==> src/rtl/topk_mig_responder.sv <==
// ============================================================================
// Module   : topk_mig_responder
// Purpose  : Responder side of the hot-page query/migration handshake.
//            Keeps the TOP_K hottest addresses from the sketch estimate
//            stream in a sorted table (descending count, valid slots packed
//            from slot 0). On an accepted query the table is snapshotted
//            into a drain buffer, cleared, and the snapshot is streamed out
//            hottest first over the mig_addr handshake.
// Ports    : clk, rstn (sync, active-low)
//            upd_en/upd_addr/upd_cnt   - estimate updates, no backpressure
//            query_en / query_ready    - query request / accept window
//            mig_addr_en/mig_addr/mig_addr_ready - migration address stream
//            stat_mig_cnt [15:0]       - handshake count, saturating
//                                        (only with TOPK_MIG_STATS_EN)
// Options  : `define TOPK_MIG_STATS_EN adds the stat_mig_cnt counter/port.
// Revision : 1.0 - initial release
// ============================================================================
`default_nettype none

module topk_mig_responder #(
   parameter int TOP_K     = 5,
   parameter int ADDR_SIZE = 28,
   parameter int CNT_SIZE  = 13
) (
   input  logic                 clk,
   input  logic                 rstn,
   input  logic                 upd_en,
   input  logic [ADDR_SIZE-1:0] upd_addr,
   input  logic [CNT_SIZE-1:0]  upd_cnt,
   input  logic                 query_en,
   output logic                 query_ready,
   output logic                 mig_addr_en,
   output logic [ADDR_SIZE-1:0] mig_addr,
   input  logic                 mig_addr_ready
`ifdef TOPK_MIG_STATS_EN
   ,
   output logic [15:0]          stat_mig_cnt
`endif
);

   typedef enum logic [0:0] {
      S_IDLE  = 1'b0,
      S_DRAIN = 1'b1
   } state_t;

   state_t r_state;
   state_t w_state_nxt;

   // Live table
   logic [TOP_K-1:0]     r_vld;
   logic [ADDR_SIZE-1:0] r_addr [TOP_K];
   logic [CNT_SIZE-1:0]  r_cnt  [TOP_K];

   // Drain buffer; slot 0 is the output register
   logic [TOP_K-1:0]     r_dvld;
   logic [ADDR_SIZE-1:0] r_daddr [TOP_K];

   logic                 w_query_acc;
   logic                 w_hs;
   logic [TOP_K-1:0]     w_base_vld;
   logic [TOP_K-1:0]     w_hit;
   logic [TOP_K-1:0]     w_ge;
   logic [TOP_K-1:0]     w_above_ge;
   logic [TOP_K-1:0]     w_upto_h;
   logic [TOP_K-1:0]     w_take_new;
   logic [TOP_K-1:0]     w_shift;
   logic                 w_any_hit;
   logic                 w_ins;
   logic [TOP_K-1:0]     w_prv_vld;
   logic [ADDR_SIZE-1:0] w_prv_addr [TOP_K];
   logic [CNT_SIZE-1:0]  w_prv_cnt  [TOP_K];
   logic [TOP_K-1:0]     w_nxt_vld;
   logic [ADDR_SIZE-1:0] w_nxt_addr [TOP_K];
   logic [CNT_SIZE-1:0]  w_nxt_cnt  [TOP_K];

   assign w_query_acc = (r_state == S_IDLE) && query_en;
   assign w_hs        = mig_addr_en && mig_addr_ready;

   // An update that coincides with an accepted query lands in the freshly
   // cleared table, so the update logic works on an all-invalid base.
   assign w_base_vld  = w_query_acc ? '0 : r_vld;

   // ------------------------------------------------------------------------
   // Update insertion.
   // w_ge[i] marks slots that stay above the new entry (cnt >= upd_cnt, so
   // ties keep the older entry on top). Because the table is sorted and
   // packed, w_ge is a prefix of ones; the first zero is the insert point.
   // Slots between the insert point and the vacated slot (the hit slot, or
   // the last slot on a miss) shift down by one.
   // ------------------------------------------------------------------------
   for (genvar gi = 0; gi < TOP_K; gi++) begin : g_slot
      assign w_hit[gi] = w_base_vld[gi] && (r_addr[gi] == upd_addr);
      assign w_ge[gi]  = w_base_vld[gi] && (r_cnt[gi] >= upd_cnt);

      if (gi == 0) begin : g_head
         assign w_above_ge[gi] = 1'b1;
         assign w_prv_vld[gi]  = 1'b0;
         assign w_prv_addr[gi] = '0;
         assign w_prv_cnt[gi]  = '0;
      end else begin : g_body
         assign w_above_ge[gi] = w_ge[gi-1];
         assign w_prv_vld[gi]  = w_base_vld[gi-1];
         assign w_prv_addr[gi] = r_addr[gi-1];
         assign w_prv_cnt[gi]  = r_cnt[gi-1];
      end

      assign w_take_new[gi] = w_ins && !w_ge[gi] && w_above_ge[gi];
      assign w_shift[gi]    = w_ins && !w_ge[gi] && !w_above_ge[gi] && w_upto_h[gi];

      assign w_nxt_vld[gi]  = w_take_new[gi] ? 1'b1     :
                              w_shift[gi]    ? w_prv_vld[gi] : w_base_vld[gi];
      assign w_nxt_addr[gi] = w_take_new[gi] ? upd_addr :
                              w_shift[gi]    ? w_prv_addr[gi] : r_addr[gi];
      assign w_nxt_cnt[gi]  = w_take_new[gi] ? upd_cnt  :
                              w_shift[gi]    ? w_prv_cnt[gi] : r_cnt[gi];
   end

   assign w_any_hit = |w_hit;

   // A hit moves only when its count grows (hit slot not >=); a miss enters
   // only if the last slot is free or colder than the new count.
   assign w_ins = upd_en && (upd_cnt != '0) &&
                  (w_any_hit ? !(|(w_hit & w_ge)) : !w_ge[TOP_K-1]);

   // w_upto_h[i]: slot i is at or above the vacated slot.
   always_comb begin : p_upto
      logic l_seen;
      l_seen   = 1'b0;
      w_upto_h = '0;
      for (int i = TOP_K - 1; i >= 0; i--) begin
         l_seen      = l_seen | w_hit[i];
         w_upto_h[i] = l_seen | !w_any_hit;
      end
   end

   always_ff @(posedge clk) begin
      if (!rstn) begin
         r_vld <= '0;
      end else begin
         r_vld <= w_nxt_vld;
      end
   end

   // Payload is qualified by r_vld, so it needs no reset.
   always_ff @(posedge clk) begin
      r_addr <= w_nxt_addr;
      r_cnt  <= w_nxt_cnt;
   end

   // ------------------------------------------------------------------------
   // Drain buffer. Invalid slots are captured as zero so the head reads 0
   // whenever the buffer is exhausted.
   // ------------------------------------------------------------------------
   always_ff @(posedge clk) begin
      if (!rstn) begin
         r_dvld <= '0;
         for (int i = 0; i < TOP_K; i++) begin
            r_daddr[i] <= '0;
         end
      end else if (w_query_acc) begin
         r_dvld <= r_vld;
         for (int i = 0; i < TOP_K; i++) begin
            r_daddr[i] <= r_vld[i] ? r_addr[i] : '0;
         end
      end else if (w_hs) begin
         r_dvld <= {1'b0, r_dvld[TOP_K-1:1]};
         for (int i = 0; i < TOP_K - 1; i++) begin
            r_daddr[i] <= r_daddr[i+1];
         end
         r_daddr[TOP_K-1] <= '0;
      end
   end

   assign mig_addr = r_daddr[0];

   // ------------------------------------------------------------------------
   // Control FSM
   // ------------------------------------------------------------------------
   always_ff @(posedge clk) begin
      if (!rstn) begin
         r_state <= S_IDLE;
      end else begin
         r_state <= w_state_nxt;
      end
   end

   always_comb begin
      w_state_nxt = r_state;
      query_ready = 1'b0;
      mig_addr_en = 1'b0;
      case (r_state)
         S_IDLE: begin
            query_ready = 1'b1;
            // An empty snapshot produces no stream at all.
            if (query_en && r_vld[0]) begin
               w_state_nxt = S_DRAIN;
            end
         end
         S_DRAIN: begin
            mig_addr_en = 1'b1;
            if (mig_addr_ready && !r_dvld[1]) begin
               w_state_nxt = S_IDLE;
            end
         end
         default: begin
            w_state_nxt = S_IDLE;
         end
      endcase
   end

`ifdef TOPK_MIG_STATS_EN
   logic [15:0] r_stat_mig_cnt;

   always_ff @(posedge clk) begin
      if (!rstn) begin
         r_stat_mig_cnt <= '0;
      end else if (w_hs && (r_stat_mig_cnt != 16'hFFFF)) begin
         r_stat_mig_cnt <= r_stat_mig_cnt + 16'd1;
      end
   end

   assign stat_mig_cnt = r_stat_mig_cnt;
`else
   // Statistics counter not built.
`endif

endmodule

`default_nettype wire

==> config.mk <==
export PLATFORM = sky130hd
export DESIGN_NAME = topk_mig_responder
export DESIGN_NICKNAME = d
export VERILOG_FILES = /design/src/rtl/topk_mig_responder.sv
export SDC_FILE = /design/constraint.sdc
export NUM_CORES = 1
export LEC_CHECK = 0
export CAP_MARGIN = 15
export CORE_UTILIZATION = 50
export DETAILED_ROUTE_END_ITERATION = 10
export PLACE_DENSITY = 0.76
export SLEW_MARGIN = 20
export SYNTH_ARGS = -nofsm -noshare
export SYNTH_HDL_FRONTEND = slang
export SYNTH_SLANG_ARGS = --single-unit
export TNS_END_PERCENT = 50
==> constraint.sdc <==
create_clock -name clk -period 7.9 [get_ports clk]
set_input_delay 1.185 -clock clk [delete_from_list [all_inputs] [get_ports clk]]
set_output_delay 1.185 -clock clk [all_outputs]
set_load 0.02 [all_outputs]
== After elaboration in Yosys (flattened, before gate mapping) ==
Memories as Yosys holds them, arrays and structs flattened.
Cells that the tools add are included.
Storage, ports and cells
  register bits after elaboration: 216
  memory bits (writable): 140
  bits of input ports: 46
  output and inout bits: 30
  word-level logic and storage cells: 149
  memories kept: 1
Operators by class
  magnitude comparators: 5
  eq/ne operators: 5
  muxes and demuxes: 57
  bitwise operators: 19
  reduce and logical (&&, ||, !) cells: 49
Memory list
  r_daddr: words 5, bits a word 28, rd ports 5, clocked after memory_dff 0, wr ports 5, RTL line 56  | logic [ADDR_SIZE-1:0] r_daddr [TOP_K];
Operators with widths (count)
  $mux 28: 23
  $eq 28x28->1: 5
  $mux 13: 8
  $ge 13x13->1: 5
  $logic_and 1x1->1: 33
  $mux 1: 22
  $or 1x1->1: 17
  $mux 5: 3
  $reduce_bool 13->1: 1
  $reduce_bool 2->1: 5
  $reduce_or 5->1: 2
  $logic_not 1->1: 8
  $and 5x5->5: 1
  $pmux 1 s2: 1
  $not 1->1: 1

== Longest topological paths before layout ==
  depth in word-level cells: 14
  depth in mapped cells: 12
  depth with buffers taken out: 10

== Least setup slack after synthesis ==
OpenSTA, ideal clock, no wires.
  kind: in2reg
  from: input port upd_cnt[12]
  to: register r_addr[112] in the netlist's numbering (enable)
  library setup time: 0.490 ns
  arrival: 5.921 ns
  data required time: 7.410 ns
  setup slack: 1.489 ns
  cell stages on the path: 10
  buffers on the path: 0
  cell sequence: inv_1 > ha_1 > a21oi_1 > o21ai_0 > a32o_1 > nor2_2 > o211ai_1 > a211o_4 > or2_2 > nor3_1
On the way
  cells in the longest elaborated chain, start to end: 8
  elaborated cells between the ends (all ways): 20
  classes of those cells: order compare (5); mux (1); bitwise (1); reduce/logical (13)
RTL lines
  start: declaration: RTL line 29  | input logic [CNT_SIZE-1:0] upd_cnt,
  $ge 13x13->1: RTL line 93  | assign w_ge[gi] = w_base_vld[gi] && (r_cnt[gi] >= upd_cnt);
  $logic_and 1x1->1: RTL line 93
  $and 5x5->5: RTL line 123  | (w_any_hit ? !(|(w_hit & w_ge)) : !w_ge[TOP_K-1]);
  $reduce_or 5->1: RTL line 123
  $logic_not 1->1: RTL line 123
  $mux 1: RTL line 123
  $logic_and 1x1->1: RTL line 122  | assign w_ins = upd_en && (upd_cnt != '0) &&
  $logic_and 1x1->1 (*)
  via w_take_new[0]: RTL line 65  | logic [TOP_K-1:0] w_take_new;
  end signal: assignment: RTL line 146  | r_addr <= w_nxt_addr;
  end: declaration: RTL line 51  | logic [ADDR_SIZE-1:0] r_addr [TOP_K];
Mark *: on every way through the listed nets, which the timed path passes. The rest lies on a longest branch.
A chain may end at the register's enable or synchronous reset.

== Worst setup path after layout ==
  from: input port upd_cnt[2]
  to: register r_addr[17] in the netlist's numbering (enable)
On the way
  cells in the longest elaborated chain, start to end: 11
  elaborated cells between the ends (all ways): 24
  classes of those cells: order compare (5); mux (1); bitwise (1); reduce/logical (17)
RTL lines
  $ge 13x13->1: RTL line 93
  $logic_and 1x1->1: RTL line 93
  $and 5x5->5: RTL line 123
  $reduce_or 5->1: RTL line 123
  $logic_not 1->1: RTL line 123
  $mux 1: RTL line 123
  $logic_and 1x1->1: RTL line 122
  $logic_and 1x1->1: RTL line 107, 108
  $logic_and 1x1->1 (2 in series): RTL line 108  | assign w_shift[gi] = w_ins && !w_ge[gi] && !w_above_ge[gi] && w_upto_h[gi];
  $reduce_bool 2->1 (no line) (*)
Every way passes the cells marked *; elsewhere a longest branch is shown, timed or not.

==> qor.csv <==
stage,metric,value,unit
outcome,status,completed,
setup_path,critical path capture point type,flip-flop,
floorplanning,Die H,191.5,µm
synth,post-synth cell types,67,
timing,Final Skew,0.02653,ns
timing,worst-margin pin slew,0.8988,ns
power,Pwr per Cell Area,221.3,mW/mm²
finish,synth-to-layout area growth,13.15,%
timing,crit share post-route,0.7057,
grt,GRT Util Overall,0.2704,
routing,WL/cell,27.15,µm
floorplanning,Die ar.,0.03668,mm²
setup_path,CP Launch Point,upd_cnt[2],
setup_path,crit path max fanout,22,
setup_path,FF-to-FF Start,r_state,
routing,via count,11215,
timing,fin. max-slew vios,0,
place,I/O Buffers,75,
setup_path,CP max stage delay,0.76,ns
synth,Compound-Gate Fraction of Synth Area,0.08654,
power,maximum vdd drop,0.1616,mV
cts,CTS tree,built,
finish,share of layout cells above drive strength 1,0.1830,
cts,clock-pin transition on the worst setup and hold timing paths,0.06,ns
finish,antenna cells,0,
synth,Post-Synth Adder-Cell Area,0.04529,
cts,hold_buf cts,0,
synth,"EDFF count, synth",345,
synth,Simple-Gate Fraction of Synth Area,0.07309,
routing,drt total wl,48.72,mm
floorplanning,I/O pin count,76,
synth,Yosys top cell by area,edfxtp_1,
cts,"Clk Latency, worst-skew pair",0.55,ns
synth,Syn Area/Cell,14.46,µm²
hold_path,Worst Hold Class,reg2reg,
synth,Main synth FF type,edfxtp_1,
timing,Rel. slew slack,0.3994,
setup_path,worst-path cell chain,clkdlybuf4s50_1 -> inv_1 -> ha_1 -> a21oi_1 -> o21ai_0 -> a31oi_1 -> o22ai_1 -> and4_1 -> nor4_1 -> o21ai_0 -> a21oi_4 -> buf_4,
run,Max Cap Viol,0,
finish,Layout Nets,1415,
synth,warnings from Yosys,0,
cts,CTS H-tree lvls,2,
cts,CTS Root Cell,clkbuf_16,
place,Placement Setup Slack,1.844,ns
timing,FMAX,179.4,MHz
routing,# DRC,0,
setup_path,Reg2Reg Depth,9,
place,placed wire-length estimate,33.40,mm
place,RD Place Congestion,0.9675,
synth,largest family of logic cells by synthesized area,multiplexers,
cts,cts repair resizes,0,
setup_path,Most common cell on crit path,o21ai_0,
routing,ANT nets after route,0,
synth,top post-synthesis cells by area,"edfxtp_1, mux2_2, xnor2_1",
setup_path,"reg-to-reg slack, setup",3.03,ns
floorplanning,core area,0.03548,mm²
routing,vias per cell,6.251,
grt,total gr overflow,0,
synth,"Async S/R FF share, synth",0,
timing,minimum clock period,5.575,ns
finish,"leading cell type in the layout, fill and taps excluded",edfxtp_1,
timing,Final setup viols,0,
synth,post-synth top area share,0.5769,
synth,Synth Instances,1242,
routing,Pre-antenna DRT Iters,5,
floorplanning,Starting Density,0.5061,
timing,Final TNS setup,0,ns
hold_path,Worst Hold Path Cells,2,
timing,RSZ-0062 raised after global routing,false,
synth,mux share of post-synthesis cell area,0.1118,
hold_path,Hold Startpoint,r_dvld[3],
floorplanning,Placement Rows,69,
cts,total CTS buffers,39,
finish,multi-input logic area,0.006987,mm²
setup_path,CP arrival,5.78,ns
synth,Seq cells post-synth,355,
cts,clk buf depth,3,
grt,initial antenna violation count,2,
power,Lkg Pwr,7.307,nW
finish,"commonest non-fill, non-tap cells in the layout","edfxtp_1, xnor2_1, a22o_1, mux2_2, clkdlybuf4s50_1",
setup_path,reg2reg end,r_addr[45],
setup_path,"slowest stage cell, crit path",a21oi_4,
cts,post-CTS setup buffers,0,
finish,register area,0.01056,mm²
hold_path,Hold Path End,r_dvld[3],
synth,xor/xnor cell area share of the yosys netlist,0.06828,
finish,Filler Cells Inserted,2792,
grt,first-pass GRT wire length,72.36,mm
grt,largest net degree at the start of global routing,61,
setup_path,required time worst endpoint,8.10,ns
synth,"Seq/Total Area, Yosys",0.5881,
synth,syn_nets,1353,
grt,vias in the first global route,11345,
cts,Sink Count,355,
floorplanning,Die Wd,191.5,µm
setup_path,Setup CP Type,in2reg,
routing,First DRT Iteration DRCs,1001,
setup_path,Setup crit start kind,input pin,
timing,Final Hold Vio Count,0,
timing,final setup margin,2.325,ns
synth,Post-Synthesis Cell Area,0.01796,mm²
==> flip-flops by register name, indices dropped and copies added (netlist names) <==
signal and cells:
r_addr 140, r_cnt 65, r_state 1, r_vld 5
r_dvld 4, r_daddr 140
==> where the power goes <==
| group | leakage, nW | switching, mW | internal, mW |
|---|---|---|---|
| Sequential | 3.64 | 0.0771 | 2.21 |
| Clock | 0.578 | 0.766 | 0.969 |
| Combinational | 3.09 | 0.288 | 0.191 |
| Total | 7.31 | 1.13 | 3.37 |
==> cell type report <==
type / instances / share of cell area
Multi-Input combinational cell: 790 / 0.3439
Sequential cell: 355 / 0.5197
Timing Repair Buffer: 96 / 0.04471
Tap cell: 461 / 0.02839
Clock buffer: 48 / 0.05074
Inverter: 22 / 0.004064
Clock inverter: 22 / 0.008498
==> synthesized netlist by cell type (all sizes together), types with 2 or more instances <==
library cell  number
nor2              14
dfxtp             10
nand2             41
xnor2            126
o2111ai            2
xor2              14
a22o             113
a21o               6
nand3             16
nor4b              5
nand2b             5
and2              29
a221oi             2
edfxtp           345
a31oi              2
nor2b              3
a211oi             4
clkbuf            21
a32oi              3
o21ai             12
o22ai              2
ha                65
a211o              3
nor4              20
a21oi             29
nor3              13
mux2             164
a41oi              3
o211ai             2
and4b              3
inv               22
or4b               2
nand4             46
and4               4
and3              14
nor3b              3
or2                2
a2111oi            2
buf               54
==> worst max-delay path by stage <==
stage                     cells after the start  slack (ns)     endpoint
after floorplan                              10        1.49  r_addr[112]
after global placement                       11        1.93   r_addr[16]
after detailed placement                     12        1.84   r_addr[16]
after CTS                                    12        2.35    r_addr[3]
after global routing                         12        2.02   r_addr[15]
final                                        12        2.33   r_addr[17]
==> through the flow <==
step | total power, mW | area (µm²) | hold WS (ns) | std cells | utilization
after floorplan | 2.594 | 17960 | 0.4431 | 1242 | -
after global placement | 2.786 | 19110 | 0.4524 | 1724 | 0.5387
after detailed placement | 2.796 | 19110 | 0.4629 | 1724 | 0.5387
after CTS | 4.520 | 20320 | 0.4720 | 1794 | 0.5726
after global routing | 4.628 | 20320 | 0.4837 | 1794 | 0.5726
final | 4.497 | 20320 | 0.4728 | 1794 | 0.5726
==> cells by family (layout without fill, tap and decap cells) <==
kind of cell / count (synthesis) / in the layout
flip-flops: 355 / 355
AO/OA/AOI/OAI: 197 / 197
buffers and inverters: 97 / 188
XOR/XNOR: 140 / 140
multiplexers: 165 / 165
AND/OR/NAND/NOR: 223 / 223
adder cells (fa/ha/maj): 65 / 65
==> worst max-delay path: cells and delay by family <==
family	cells	cell delay [ns]
compound gates	6	2.01
fa+ha+maj	1	0.35
buf+inv	3	1.23
simple gates	2	0.97
==> per-layer routing <==
metal | GRT usage | share of wire | wire length [µm]
met5 | 0 | 0.00064 | 31
met4 | 0.1184 | 0.043 | 2098
met3 | 0.03653 | 0.057 | 2767
met2 | 0.4426 | 0.48 | 23260
met1 | 0.3592 | 0.42 | 20550
Note: power is estimated with default switching activity, not from simulation.
